File: config.mk
export PLATFORM = sky130hd
export DESIGN_NAME = ex_stage_p
export DESIGN_NICKNAME = d
export VERILOG_FILES = /design/src/rtl/ex_pkg.sv /design/src/rtl/ex_stage_p_mul_iter.sv /design/src/rtl/ex_stage_p.sv
export SDC_FILE = /design/constraint.sdc
export NUM_CORES = 1
export LEC_CHECK = 0
export BUFFER_PORTS_ARGS = -buffer_cell sky130_fd_sc_hd__buf_2
export CORE_MARGIN = 1.5
export CORE_UTILIZATION = 40
export CTS_CLUSTER_SIZE = 40
export DETAILED_ROUTE_END_ITERATION = 7
export GPL_ROUTABILITY_DRIVEN = 0
export GPL_TIMING_DRIVEN = 0
export PLACE_DENSITY_LB_ADDON = 0.05
export SKIP_LAST_GASP = 1
export SLEW_MARGIN = 20
export SYNTH_ARGS = -nofsm -noshare
export SYNTH_HDL_FRONTEND = slang
export SYNTH_SLANG_ARGS = --single-unit
File: constraint.sdc
create_clock -name i_clk -period 11.31 [get_ports i_clk]
set_input_delay 1.6965 -clock i_clk [delete_from_list [all_inputs] [get_ports i_clk]]
set_output_delay 1.6965 -clock i_clk [all_outputs]
set_load 0.01 [all_outputs]
File: src/rtl/ex_pkg.sv
// Shared types and constants for the execute stage and its iterative multiplier.
package ex_pkg;

  // ALU operation codes. Codes 12..15 are unused and produce a zero result.
  typedef enum logic [3:0] {
    ALU_ADD   = 4'd0,
    ALU_SUB   = 4'd1,
    ALU_AND   = 4'd2,
    ALU_OR    = 4'd3,
    ALU_XOR   = 4'd4,
    ALU_SLT   = 4'd5,
    ALU_SLTU  = 4'd6,
    ALU_SLL   = 4'd7,
    ALU_SRL   = 4'd8,
    ALU_SRA   = 4'd9,
    ALU_PASSB = 4'd10,
    ALU_MUL   = 4'd11
  } alu_op_e;

  // Operand source selection. The unused code 2'b11 behaves like FWD_REG.
  typedef enum logic [1:0] {
    FWD_REG = 2'd0,
    FWD_WB  = 2'd1,
    FWD_MEM = 2'd2
  } fwd_sel_e;

  // Conditional branch funct3 encodings. 010 and 011 are never taken.
  localparam logic [2:0] BR_EQ  = 3'b000;
  localparam logic [2:0] BR_NE  = 3'b001;
  localparam logic [2:0] BR_LT  = 3'b100;
  localparam logic [2:0] BR_GE  = 3'b101;
  localparam logic [2:0] BR_LTU = 3'b110;
  localparam logic [2:0] BR_GEU = 3'b111;

  typedef enum logic [1:0] {
    IDLE = 2'd0,
    RUN  = 2'd1,
    DONE = 2'd2
  } mul_state_e;

endpackage

File: src/rtl/ex_stage_p_mul_iter.sv
// Iterative shift-add multiplier producing the low XLEN bits of a*b.
// MUL_BPC multiplier bits are retired per RUN cycle, so RUN lasts XLEN/MUL_BPC cycles.
//
// state | meaning
// IDLE  | waiting for start; operands are captured on the start edge
// RUN   | accumulating partial products, counter counts down to 0
// DONE  | product valid; held while i_hold, then back to IDLE
module mul_iter
  import ex_pkg::*;
#(
  parameter int XLEN    = 32,
  parameter int MUL_BPC = 2
) (
  input  logic            i_clk,
  input  logic            i_rst_n,
  input  logic            i_start,
  input  logic            i_abort,
  input  logic            i_hold,
  input  logic [XLEN-1:0] i_a,
  input  logic [XLEN-1:0] i_b,
  output logic            o_busy,
  output logic            o_done,
  output logic [XLEN-1:0] o_product
);

  localparam int STEPS = XLEN / MUL_BPC;
  localparam int CW    = $clog2(STEPS + 1);
  localparam logic [CW-1:0] CNT_LAST = CW'(STEPS - 1);

  mul_state_e      r_state;
  mul_state_e      w_state_nxt;
  logic [CW-1:0]   r_cnt;
  logic [XLEN-1:0] r_mcand;
  logic [XLEN-1:0] r_mplier;
  logic [XLEN-1:0] r_acc;
  logic [XLEN-1:0] w_pp;

  // Partial product for the MUL_BPC low multiplier bits of this step.
  always_comb begin
    w_pp = '0;
    for (int j = 0; j < MUL_BPC; j++) begin
      if (r_mplier[j]) w_pp = w_pp + (r_mcand << j);
    end
  end

  // Next state and status outputs; abort wins over everything else.
  always_comb begin
    w_state_nxt = r_state;
    o_busy      = 1'b0;
    o_done      = 1'b0;
    case (r_state)
      IDLE: begin
        if (i_start && !i_abort) w_state_nxt = RUN;
      end
      RUN: begin
        o_busy = 1'b1;
        if (i_abort)            w_state_nxt = IDLE;
        else if (r_cnt == '0)   w_state_nxt = DONE;
      end
      DONE: begin
        o_done = 1'b1;
        if (i_abort || !i_hold) w_state_nxt = IDLE;
      end
      default: w_state_nxt = IDLE;
    endcase
  end

  // State register.
  always_ff @(posedge i_clk or negedge i_rst_n) begin
    if (!i_rst_n) r_state <= IDLE;
    else          r_state <= w_state_nxt;
  end

  // Operand capture on start, then shift-add with down-counting step counter.
  always_ff @(posedge i_clk or negedge i_rst_n) begin
    if (!i_rst_n) begin
      r_cnt    <= '0;
      r_mcand  <= '0;
      r_mplier <= '0;
      r_acc    <= '0;
    end else begin
      case (r_state)
        IDLE: begin
          if (i_start && !i_abort) begin
            r_mcand  <= i_a;
            r_mplier <= i_b;
            r_acc    <= '0;
            r_cnt    <= CNT_LAST;
          end
        end
        RUN: begin
          r_acc    <= r_acc + w_pp;
          r_mcand  <= r_mcand << MUL_BPC;
          r_mplier <= r_mplier >> MUL_BPC;
          if (r_cnt != '0) r_cnt <= r_cnt - 1'b1;
        end
        default: ;
      endcase
    end
  end

  assign o_product = r_acc;

endmodule

File: src/rtl/ex_stage_p.sv
// Execute stage: ID/EX register with stall/flush, operand forwarding, ALU,
// branch resolution, jump target generation and an optional iterative multiplier.
// While the multiplier occupies EX the write enables and redirect are suppressed,
// so later stages see bubbles until the product is valid.
module ex_stage_p
  import ex_pkg::*;
#(
  parameter int XLEN    = 32,
  parameter int MUL_EN  = 1,
  parameter int MUL_BPC = 2
) (
  input  logic            i_clk,
  input  logic            i_rst_n,
  input  logic            i_stall_EX,
  input  logic            i_flush_EX,
  input  logic            i_reg_write_ID,
  input  logic            i_mem_write_ID,
  input  logic [1:0]      i_result_src_ID,
  input  logic            i_jump_ID,
  input  logic            i_jalr_ID,
  input  logic            i_branch_ID,
  input  logic [2:0]      i_branch_f3_ID,
  input  logic [3:0]      i_alu_control_ID,
  input  logic            i_alu_src_ID,
  input  logic [XLEN-1:0] i_dataA_ID,
  input  logic [XLEN-1:0] i_dataB_ID,
  input  logic [XLEN-1:0] i_pc_ID,
  input  logic [XLEN-1:0] i_pc_plus4_ID,
  input  logic [XLEN-1:0] i_imm_ext_ID,
  input  logic [4:0]      i_addr_des_ID,
  input  logic [1:0]      i_fwd_a_sel,
  input  logic [1:0]      i_fwd_b_sel,
  input  logic [XLEN-1:0] i_alu_result_M,
  input  logic [XLEN-1:0] i_result_W,
  output logic            o_reg_write_EX,
  output logic            o_mem_write_EX,
  output logic [1:0]      o_result_src_EX,
  output logic [XLEN-1:0] o_alu_result_EX,
  output logic [XLEN-1:0] o_dataB_EX,
  output logic [4:0]      o_addr_des_EX,
  output logic [XLEN-1:0] o_pc_plus4_EX,
  output logic [XLEN-1:0] o_pc_target_EX,
  output logic            o_pc_src_EX,
  output logic            o_busy_EX
);

  localparam int SHW = $clog2(XLEN);

  logic            r_reg_write;
  logic            r_mem_write;
  logic [1:0]      r_result_src;
  logic            r_jump;
  logic            r_jalr;
  logic            r_branch;
  logic [2:0]      r_branch_f3;
  logic [3:0]      r_alu_control;
  logic            r_alu_src;
  logic [XLEN-1:0] r_dataA;
  logic [XLEN-1:0] r_dataB;
  logic [XLEN-1:0] r_pc;
  logic [XLEN-1:0] r_pc_plus4;
  logic [XLEN-1:0] r_imm;
  logic [4:0]      r_addr_des;

  logic [XLEN-1:0] w_fwd_a;
  logic [XLEN-1:0] w_fwd_b;
  logic [XLEN-1:0] w_src_b;
  logic [SHW-1:0]  w_shamt;
  logic [XLEN-1:0] w_alu;
  logic            w_taken;
  logic [XLEN-1:0] w_jalr_sum;
  logic [XLEN-1:0] w_target;
  logic            w_is_mul;
  logic            w_mul_start;
  logic            w_mul_run;
  logic            w_mul_done;
  logic            w_mul_valid;
  logic [XLEN-1:0] w_product;
  logic            w_busy;
  logic            w_kill;

  // ID/EX register: flush beats stall/busy hold, which beats a normal load.
  always_ff @(posedge i_clk or negedge i_rst_n) begin
    if (!i_rst_n) begin
      r_reg_write   <= 1'b0;
      r_mem_write   <= 1'b0;
      r_result_src  <= '0;
      r_jump        <= 1'b0;
      r_jalr        <= 1'b0;
      r_branch      <= 1'b0;
      r_branch_f3   <= '0;
      r_alu_control <= '0;
      r_alu_src     <= 1'b0;
      r_dataA       <= '0;
      r_dataB       <= '0;
      r_pc          <= '0;
      r_pc_plus4    <= '0;
      r_imm         <= '0;
      r_addr_des    <= '0;
    end else if (i_flush_EX) begin
      r_reg_write   <= 1'b0;
      r_mem_write   <= 1'b0;
      r_result_src  <= '0;
      r_jump        <= 1'b0;
      r_jalr        <= 1'b0;
      r_branch      <= 1'b0;
      r_branch_f3   <= '0;
      r_alu_control <= '0;
      r_alu_src     <= 1'b0;
      r_dataA       <= '0;
      r_dataB       <= '0;
      r_pc          <= '0;
      r_pc_plus4    <= '0;
      r_imm         <= '0;
      r_addr_des    <= '0;
    end else if (!i_stall_EX && !w_busy) begin
      r_reg_write   <= i_reg_write_ID;
      r_mem_write   <= i_mem_write_ID;
      r_result_src  <= i_result_src_ID;
      r_jump        <= i_jump_ID;
      r_jalr        <= i_jalr_ID;
      r_branch      <= i_branch_ID;
      r_branch_f3   <= i_branch_f3_ID;
      r_alu_control <= i_alu_control_ID;
      r_alu_src     <= i_alu_src_ID;
      r_dataA       <= i_dataA_ID;
      r_dataB       <= i_dataB_ID;
      r_pc          <= i_pc_ID;
      r_pc_plus4    <= i_pc_plus4_ID;
      r_imm         <= i_imm_ext_ID;
      r_addr_des    <= i_addr_des_ID;
    end
  end

  // Operand forwarding; the unused select code falls back to the register value.
  always_comb begin
    case (i_fwd_a_sel)
      FWD_MEM: w_fwd_a = i_alu_result_M;
      FWD_WB:  w_fwd_a = i_result_W;
      default: w_fwd_a = r_dataA;
    endcase
    case (i_fwd_b_sel)
      FWD_MEM: w_fwd_b = i_alu_result_M;
      FWD_WB:  w_fwd_b = i_result_W;
      default: w_fwd_b = r_dataB;
    endcase
    w_src_b = r_alu_src ? r_imm : w_fwd_b;
  end

  assign w_shamt = w_src_b[SHW-1:0];

  // ALU; MUL degenerates to ADD when the multiplier is not built.
  always_comb begin
    w_alu = '0;
    case (r_alu_control)
      ALU_ADD:   w_alu = w_fwd_a + w_src_b;
      ALU_SUB:   w_alu = w_fwd_a - w_src_b;
      ALU_AND:   w_alu = w_fwd_a & w_src_b;
      ALU_OR:    w_alu = w_fwd_a | w_src_b;
      ALU_XOR:   w_alu = w_fwd_a ^ w_src_b;
      ALU_SLT:   w_alu = {{(XLEN-1){1'b0}}, ($signed(w_fwd_a) < $signed(w_src_b))};
      ALU_SLTU:  w_alu = {{(XLEN-1){1'b0}}, (w_fwd_a < w_src_b)};
      ALU_SLL:   w_alu = w_fwd_a << w_shamt;
      ALU_SRL:   w_alu = w_fwd_a >> w_shamt;
      ALU_SRA:   w_alu = XLEN'($signed(w_fwd_a) >>> w_shamt);
      ALU_PASSB: w_alu = w_src_b;
      ALU_MUL:   w_alu = (MUL_EN != 0) ? '0 : (w_fwd_a + w_src_b);
      default:   w_alu = '0;
    endcase
  end

  // Branch condition on the forwarded register operands.
  always_comb begin
    w_taken = 1'b0;
    case (r_branch_f3)
      BR_EQ:   w_taken = (w_fwd_a == w_fwd_b);
      BR_NE:   w_taken = (w_fwd_a != w_fwd_b);
      BR_LT:   w_taken = ($signed(w_fwd_a) < $signed(w_fwd_b));
      BR_GE:   w_taken = !($signed(w_fwd_a) < $signed(w_fwd_b));
      BR_LTU:  w_taken = (w_fwd_a < w_fwd_b);
      BR_GEU:  w_taken = !(w_fwd_a < w_fwd_b);
      default: w_taken = 1'b0;
    endcase
  end

  assign w_jalr_sum = w_fwd_a + r_imm;
  assign w_target   = r_jalr ? {w_jalr_sum[XLEN-1:1], 1'b0} : (r_pc + r_imm);

  // Multiplier starts only from IDLE, and a flush in that cycle cancels it.
  assign w_is_mul    = (MUL_EN != 0) && (r_alu_control == ALU_MUL);
  assign w_mul_start = w_is_mul && !w_mul_run && !w_mul_done && !i_flush_EX;

  generate
    if (MUL_EN != 0) begin : g_mul
      mul_iter #(
        .XLEN    (XLEN),
        .MUL_BPC (MUL_BPC)
      ) u_mul (
        .i_clk     (i_clk),
        .i_rst_n   (i_rst_n),
        .i_start   (w_mul_start),
        .i_abort   (i_flush_EX),
        .i_hold    (i_stall_EX),
        .i_a       (w_fwd_a),
        .i_b       (w_src_b),
        .o_busy    (w_mul_run),
        .o_done    (w_mul_done),
        .o_product (w_product)
      );
    end else begin : g_no_mul
      assign w_mul_run  = 1'b0;
      assign w_mul_done = 1'b0;
      assign w_product  = '0;
    end
  endgenerate

  // A MUL only produces side effects in DONE; an aborted one never does.
  assign w_busy      = w_mul_start || w_mul_run;
  assign w_mul_valid = w_mul_done && !i_flush_EX;
  assign w_kill      = w_busy || (w_is_mul && !w_mul_valid);

  assign o_reg_write_EX  = r_reg_write && !w_kill;
  assign o_mem_write_EX  = r_mem_write && !w_kill;
  assign o_pc_src_EX     = (r_jump || (r_branch && w_taken)) && !w_kill;
  assign o_result_src_EX = r_result_src;
  assign o_alu_result_EX = w_is_mul ? w_product : w_alu;
  assign o_dataB_EX      = w_fwd_b;
  assign o_addr_des_EX   = r_addr_des;
  assign o_pc_plus4_EX   = r_pc_plus4;
  assign o_pc_target_EX  = w_target;
  assign o_busy_EX       = w_busy;

endmodule
==> results of run 1 <==
[kinds of logic (layout without fill, tap and decap cells)]
kind of cell / after synthesis / after routing / share of synthesized area [%]
flip-flops: 283 / 283 / 24.6
buffers and inverters: 438 / 928 / 6.02
AO/OA/AOI/OAI: 1481 / 1481 / 33.8
adder cells (fa/ha/maj): 263 / 263 / 11.6
XOR/XNOR: 143 / 143 / 4.35
multiplexers: 99 / 99 / 3.53
AND/OR/NAND/NOR: 1037 / 1037 / 16.1
other: 0 / 12 / 0
[sequential cells by signal, indices dropped and copies added, names as in the netlist, 2 cells and up]
name,flops
g_mul.u_mul.r_state,2
o_pc_plus4_EX,32
g_mul.u_mul.r_mplier,32
r_alu_control,4
o_addr_des_EX,5
r_imm,32
g_mul.u_mul.o_product,32
r_pc,32
g_mul.u_mul.r_cnt,5
r_branch_f3,3
g_mul.u_mul.r_mcand,32
r_dataA,32
r_dataB,32
o_result_src_EX,2
[per-stage QoR]
stage                     cell area (sq um)  hold slack (ns)  util, %  std cells  setup slack (ns)
after floorplan                       28800            0.450        -       3744              3.37
after global placement                31900            0.464     44.7       5084           -0.0403
after detailed placement              32600            0.472     45.7       5118             0.787
after CTS                             33900            0.487     47.5       5184             0.763
after global routing                  33900            0.502     47.5       5188             0.331
final                                 33900            0.487     47.6       5196             0.384
[layout by cell type, fill, tap and decap left out, drive strengths merged, types with 18 or more instances in the layout]
cell,count
a211oi,46
a21o,89
a21oi,358
a221oi,21
a22o,188
a22oi,90
a31oi,22
and2,33
and3,18
buf,506
clkbuf,226
dfrtp,283
ha,253
inv,180
mux2,21
mux2i,78
nand2,418
nand2b,30
nand3,62
nor2,303
nor2b,36
nor3,51
o211ai,42
o21a,27
o21ai,390
o21bai,34
o22ai,21
o31ai,19
xnor2,79
xor2,64
[path summary, 6_finish.rpt]
path / from / endpoint / slack (ns) / cells after the start
setup / recovery: i_fwd_b_sel[0] / o_alu_result_EX[31] / 0.38 / 23
hold / removal: g_mul.u_mul.r_mplier[16]$_DFFE_PN0P_ / g_mul.u_mul.r_mplier[16]$_DFFE_PN0P_ / 0.49 / 2
setup reg to reg: g_mul.u_mul.r_mplier[0]$_DFFE_PN0P_ / g_mul.u_mul.o_product[31]$_DFFE_PN0P_ / 3.55 / 30
hold reg to reg: g_mul.u_mul.r_mplier[16]$_DFFE_PN0P_ / g_mul.u_mul.r_mplier[16]$_DFFE_PN0P_ / 0.49 / 2
max in group asynchronous: i_rst_n / g_mul.u_mul.r_mcand[15]$_DFFE_PN0P_ / 8.98 / 4
min in group asynchronous: i_rst_n / r_pc[5]$_DFFE_PN0P_ / 1.02 / 1
[worst register-to-register path, delay by kind of cell (launching register included)]
family / cells / cell delay (ns)
compound gates: 9 / 2.29
xor+xnor: 2 / 0.43
fa+ha+maj: 5 / 1.47
buf+inv: 6 / 1.63
flops: 1 / 0.41
mux: 1 / 0.06
simple gates: 7 / 1.36
[power by group through the flow]
| stage | Clock (mW) | Combinational, mW | Sequential, mW |
|---|---|---|---|
| finish | 1.26 | 1.80 | 1.18 |
| detailed placement | 0 | 1.72 | 1.19 |
| global placement | 0 | 1.68 | 1.20 |
| floorplan | 0 | 1.02 | 1.15 |
| global route | 1.32 | 1.90 | 1.18 |
| CTS | 1.28 | 1.72 | 1.18 |
[metal layers]
layer	up-vias	wire length, um
met3	506	16200
met5	-	96
met2	2046	63900
met4	16	9870
li1	14600	-
met1	15800	60000
[area by class of cell]
cell class / count / area [sq um]
flip-flops and latches: 283 / 7080
inverters: 183 / 687
fillers: 7347 / 37400
clock buffers: 53 / 1090
clock inverters: 13 / 190
diodes: 12 / 30.0
well taps: 950 / 1190
multi-input cells: 3023 / 20100
plain buffers: 255 / 1050
repair buffers: 424 / 2490
==> run summary, run 1 <==
Average routed wire per standard cell = 28.9 um
Residual DRC = 7
Vias in the first global route = 31000
PwrDens = 125 nW/um^2
Maximum root-to-sink buffer count = 3
Setup Buffers After CTS = 0
Met2 Resource Use GR = 59.0%
Crit share post-route = 96.6%
Cells along the critical path = buf_2 -> inv_1 -> ha_1 -> buf_2 -> buf_1 -> clkbuf_1 -> buf_1 -> a21oi_1 -> o21ai_1 -> inv_1 -> ha_1 -> inv_1 -> o21ai_0 -> a21oi_1 -> o311ai_1 -> o21ai_2 -> a2111oi_0 -> o21bai_1 -> a211oi_1 -> o221a_2 -> xor2_1 -> o221ai_1 -> buf_2
GR Util met1 = 50.9%
Max-cap violations = 0
Setup TNS = 0 ns
Min Tclk post-route = 10.93 ns
Status = finished with violations
Clock Skews = 0.0232 ns
Antenna viol nets, final = 0
Cell row count = 98
Max Clk Rate = 91.5 MHz
WS Path Type = input port to output pin
I/O Buffers = 390
Final Power = 4.24 mW
Arr. time, crit path = 9.23 ns
Nets = 4719
Pin count of the biggest net entering global routing = 77
Initial Utilization = 40.3%
Synthesis-stage register bit count = 283
Area grow syn2layout = 17.9%
Die area = 73600 sq um
Synth Cell Area = 28800 sq um
Top-count cell post-synth = nand2_1
Post-synth EDFFs = 0
Vias/cell = 6.34
Hold buffers post-CTS = 0
Violated checks = DRC
Syn. warnings = 0
Io pins = 391
Clock share of power = 29.7%
Inserted Clock Buffers = 38
Worst Max-Slew Pin Slew = 1.30 ns
Post-DP HPWL = 120 mm
Gr usage total = 39.2%
Async SR Flop Fraction = 100%
Syn Nets = 4255
Power Internal = 2.42 mW
Delay-heaviest family, CP = compound AO/OA/AOI/OAI gates
Worst-case vdd ir drop = 0.103 mV
Slowest CP cell = o21ai_1
Max FO, Critical Path = 10
Clock sinks = 283
Slowest cell delay on critical path = 0.92 ns
Fraction of layout cells with a size suffix above 1 = 14.8%
Std-Cell Core Area = 71400 sq um
Psw = 1.82 mW
Sequential power share = 27.8%
WP data required = 9.61 ns
First-pass GRT wire length = 213 mm
Starting DRT DRC Count = 4507
CTS tree = yes
Avg Cell Area, Syn = 7.69 sq um
Commonest cells in the netlist = nand2_1, a21oi_1, o21ai_0
Hold crit path type = register to register
Finish-stage setup viols = 0
CTS Root Cell = clkbuf_16
Critical path buffer and inverter count = 9
Sw Ratio = 42.9%
Seq/Total Area, Yosys = 24.6%
PostCTS Resize Cnt = 0
DR vias = 33000
Combinational group share of total power = 42.5%
Synth cell types = 100
Post-synth top area cell = dfrtp_1
CP endpoint kind = output pin
Critical path startpoint category = input port
Total global routing overflow = 0
DR pass1 iterations = 8
Cell count after synthesis = 3744
Slew Limit Fails = 0
Synth top area cells = dfrtp_1, ha_1, a21oi_1
Relative slew slack = 12.8%
Die Y = 271 um
M3 GR Usage = 10.5%
GRT Max-Usage Layer = met2
Static leakage = 16.1 nW
Die width = 271 um
Hold Vio Cnt, Final = 0
Htree depth = 2
Most used flip-flop cell after synthesis = dfrtp_1
Antenna violations before repair = 18
RSZ-0062 raised after global routing = false
Top-area cell type share of the netlist area = 24.6%
Worst-skew pair later-pin latency = 0.58 ns
Clock-pin slew on the worst setup and hold paths = 0.06 ns
WL final = 150 mm
No activity file was read; power rests on OpenSTA's default activity.
==> run 2, diff against run 1 <==
--- a/config.mk
+++ b/config.mk
@@ -5,11 +5,11 @@
 export SDC_FILE = /design/constraint.sdc
 export NUM_CORES = 1
 export LEC_CHECK = 0
-export BUFFER_PORTS_ARGS = -buffer_cell sky130_fd_sc_hd__buf_2
 export CORE_MARGIN = 1.5
 export CORE_UTILIZATION = 40
 export CTS_CLUSTER_SIZE = 40
 export DETAILED_ROUTE_END_ITERATION = 7
+export DONT_BUFFER_PORTS = 1
 export GPL_ROUTABILITY_DRIVEN = 0
 export GPL_TIMING_DRIVEN = 0
 export PLACE_DENSITY_LB_ADDON = 0.05
==> run 2 against run 1 <==
  * The flow still finishes with violations (DRC)
  * First-iteration DRC count down 9.3%
  * Design area down 6.1%
  * Sequential power about the same
  * Non-clock buffer count down 398
  * Clock-buffer cell count down 4
  * Combinational power down 8%
  * Routed wire length down 1.3%
  * Global-route usage down 0.49 points
==> run summary, run 2 (synthesis results as in run 1) <==
Finish-stage setup viols = 0 (unchanged)
Average routed wire per standard cell = 30.9 um (+7.1%)
Clock sinks = 283 (unchanged)
Vias/cell = 6.53 (+3.0%)
Violated checks = DRC
Nets = 4320 (-8.5%)
Max-cap violations = 0 (unchanged)
Max Clk Rate = 93.7 MHz (+2.3%)
Fillers = 7404 (+0.78%)
Worst-case vdd ir drop = 0.105 mV (+1.9%)
Cell row count = 98 (unchanged)
Most used cell, CP = inv_1
Status = finished with violations
Std-Cell Core Area = 71400 sq um (unchanged)
Pin count of the biggest net entering global routing = 284 (+270%)
PostCTS Resize Cnt = 0 (unchanged)
Max FO, Critical Path = 10 (unchanged)
Min Tclk post-route = 10.68 ns (-0.249 ns)
Hold buffers post-CTS = 0 (unchanged)
Htree depth = 2 (unchanged)
Clock share of power = 31.5% (+1.8 points)
Most frequent cells in the layout = nand2_1, a21oi_1, o21ai_0
Total global routing overflow = 0 (unchanged)
Worst Max-Slew Pin Slew = 1.48 ns (+0.180 ns)
Psw = 1.78 mW (-2.0%)
Arr. time, crit path = 8.98 ns (-0.25 ns)
Combinational group share of total power = 39.9% (-2.6 points)
RSZ-0062 raised after global routing = false
Critical path buffer and inverter count = 7 (-2)
Slowest CP cell = o21ai_1
Reg2Reg Depth = 30 (unchanged)
Starting DRT DRC Count = 4090 (-9.3%)
Cells along the critical path = inv_1 -> ha_1 -> buf_2 -> buf_1 -> clkbuf_1 -> buf_1 -> a21oi_1 -> o21ai_1 -> inv_1 -> ha_1 -> inv_1 -> o21ai_0 -> a21oi_1 -> o311ai_1 -> o21ai_2 -> a2111oi_0 -> o21bai_1 -> a211oi_1 -> o221a_2 -> xor2_1 -> o221ai_1
PwrDens = 130 nW/um^2 (+4.4%)
Commonest non-fill, non-tap cell in the layout = nand2_1
CTS Root Cell = clkbuf_16
Worst-skew pair later-pin latency = 0.59 ns (about the same)
Critical path startpoint category = input port
Slew Limit Fails = 0 (unchanged)
DR pass1 iterations = 8 (unchanged)
Final hold slack = 0.486 ns (-0.000603 ns)
Sequential power share = 28.6% (+0.8 points)
Power Internal = 2.37 mW (-2.0%)
Area of the multi-input gates = 20200 sq um (about the same)
Area grow syn2layout = 10.7%
Maximum root-to-sink buffer count = 3 (unchanged)
Antenna viol nets, final = 0 (unchanged)
CP endpoint kind = output pin
Sw Ratio = 42.9% (about the same)
Setup Buffers After CTS = 0 (unchanged)
Io pins = 391 (unchanged)
I/O Buffers = 0 (-100%)
Gr usage total = 38.7% (-0.49 points)
Static leakage = 14.3 nW (-11%)
Initial Utilization = 40.3% (unchanged)
Fraction of layout cells with a size suffix above 1 = 6.10% (-8.7 points)
Antenna violations before repair = 6 (-12)
DR vias = 31300 (-5.0%)
Inserted Clock Buffers = 37 (-2.6%)
Seq. cell area = 7080 sq um (unchanged)
Die width = 271 um (unchanged)
Crit share post-route = 94.4% (-2.2 points)
Hold path depth = 2 (unchanged)
Post-DP HPWL = 117 mm (-2.6%)
Delay-heaviest family, CP = compound AO/OA/AOI/OAI gates
Slowest cell delay on critical path = 0.92 ns (about the same)
Hold Vio Cnt, Final = 0 (unchanged)
Die area = 73600 sq um (unchanged)
WL final = 148 mm (-1.3%)
First-pass GRT wire length = 210 mm (-1.5%)
Instance count on the critical path = 21 (-8.7%)
Hold crit path type = register to register
Placed cells = 4720 (-7.8%)
Relative slew slack = 1.31% (-11 points)
Clock Skews = 0.0387 ns (+0.0155 ns)
Residual DRC = 136 (+129)
WP data required = 9.61 ns (about the same)
Die Y = 271 um (unchanged)
Setup TNS = 0 ns (unchanged)
Vias in the first global route = 29500 (-4.8%)
CTS tree = yes
WS Path Type = input port to output pin
Finished Layout Cells = 4792 (-7.8%)
Clock-pin slew on the worst setup and hold paths = 0.06 ns (about the same)
run 2: cell count changes in the layout (fill, tap and decap cells not counted), moves of 4 or more:
cell,change
buf_16,-4
buf_2,-389
buf_8,-5
clkinv_2,-4
clkinvlp_4,+6
diode_2,-8
run 2: worst reg2reg max path: cells and delay by family (launching register included):
family	cells	cell delay [ns]
AO/OA/AOI/OAI	9	2.20
buffers and inverters	6	1.54
adder cells (fa/ha/maj)	5	1.41
AND/OR/NAND/NOR	7	1.38
XOR/XNOR	2	0.73
flip-flops	1	0.41
multiplexers	1	0.06
run 2: power by group through the flow:
stage	clock [mW]	combinational [mW]	sequential (mW)
finish	1.31	1.66	1.19
global route	1.36	1.74	1.19
CTS	1.33	1.58	1.19
detailed placement	0	1.57	1.20
global placement	0	1.54	1.21
floorplan	0	1.02	1.15
run 2: routing by layer:
metal,wire length [um],up-vias,global-route usage (%)
li1,-,13800,-
met1,58100,15000,49.2
met2,63000,1971,58.7
met3,17300,462,11.8
met4,9760,2,20.9
met5,13,-,0
run 2: layout make-up:
cell class,count,area share [%]
timing repair buffer,26,1.12
clock buffer,49,3.30
buffer,255,3.28
multi-input combinational,3023,63.2
clock inverter,19,0.919
antenna,4,0.0314
sequential,283,22.2
tap,950,3.73
inverter,183,2.16
run 2: final timing paths:
path,start,end,slack [ns]
setup / recovery,i_fwd_b_sel[0],o_alu_result_EX[31],0.63
hold reg to reg,g_mul.u_mul.r_mplier[8]$_DFFE_PN0P_,g_mul.u_mul.r_mplier[8]$_DFFE_PN0P_,0.49
hold / removal,g_mul.u_mul.r_mplier[8]$_DFFE_PN0P_,g_mul.u_mul.r_mplier[8]$_DFFE_PN0P_,0.49
setup reg to reg,g_mul.u_mul.r_mplier[0]$_DFFE_PN0P_,g_mul.u_mul.o_product[31]$_DFFE_PN0P_,3.45
max in group asynchronous,i_rst_n,o_pc_plus4_EX[21]$_DFFE_PN0P_,9.32
min in group asynchronous,i_rst_n,r_pc[6]$_DFFE_PN0P_,0.84
run 2: per-stage QoR:
step | power [mW] | util [%] | setup slack (ns) | cell area, sq um
final | 4.16 | 44.7 | 0.633 | 31900
after global routing | 4.29 | 44.7 | 0.651 | 31900
after CTS | 4.09 | 44.6 | 1.01 | 31900
after detailed placement | 2.77 | 42.8 | 1.02 | 30500
after global placement | 2.75 | 42.0 | 0.253 | 30000
after floorplan | 2.17 | - | 3.37 | 28800
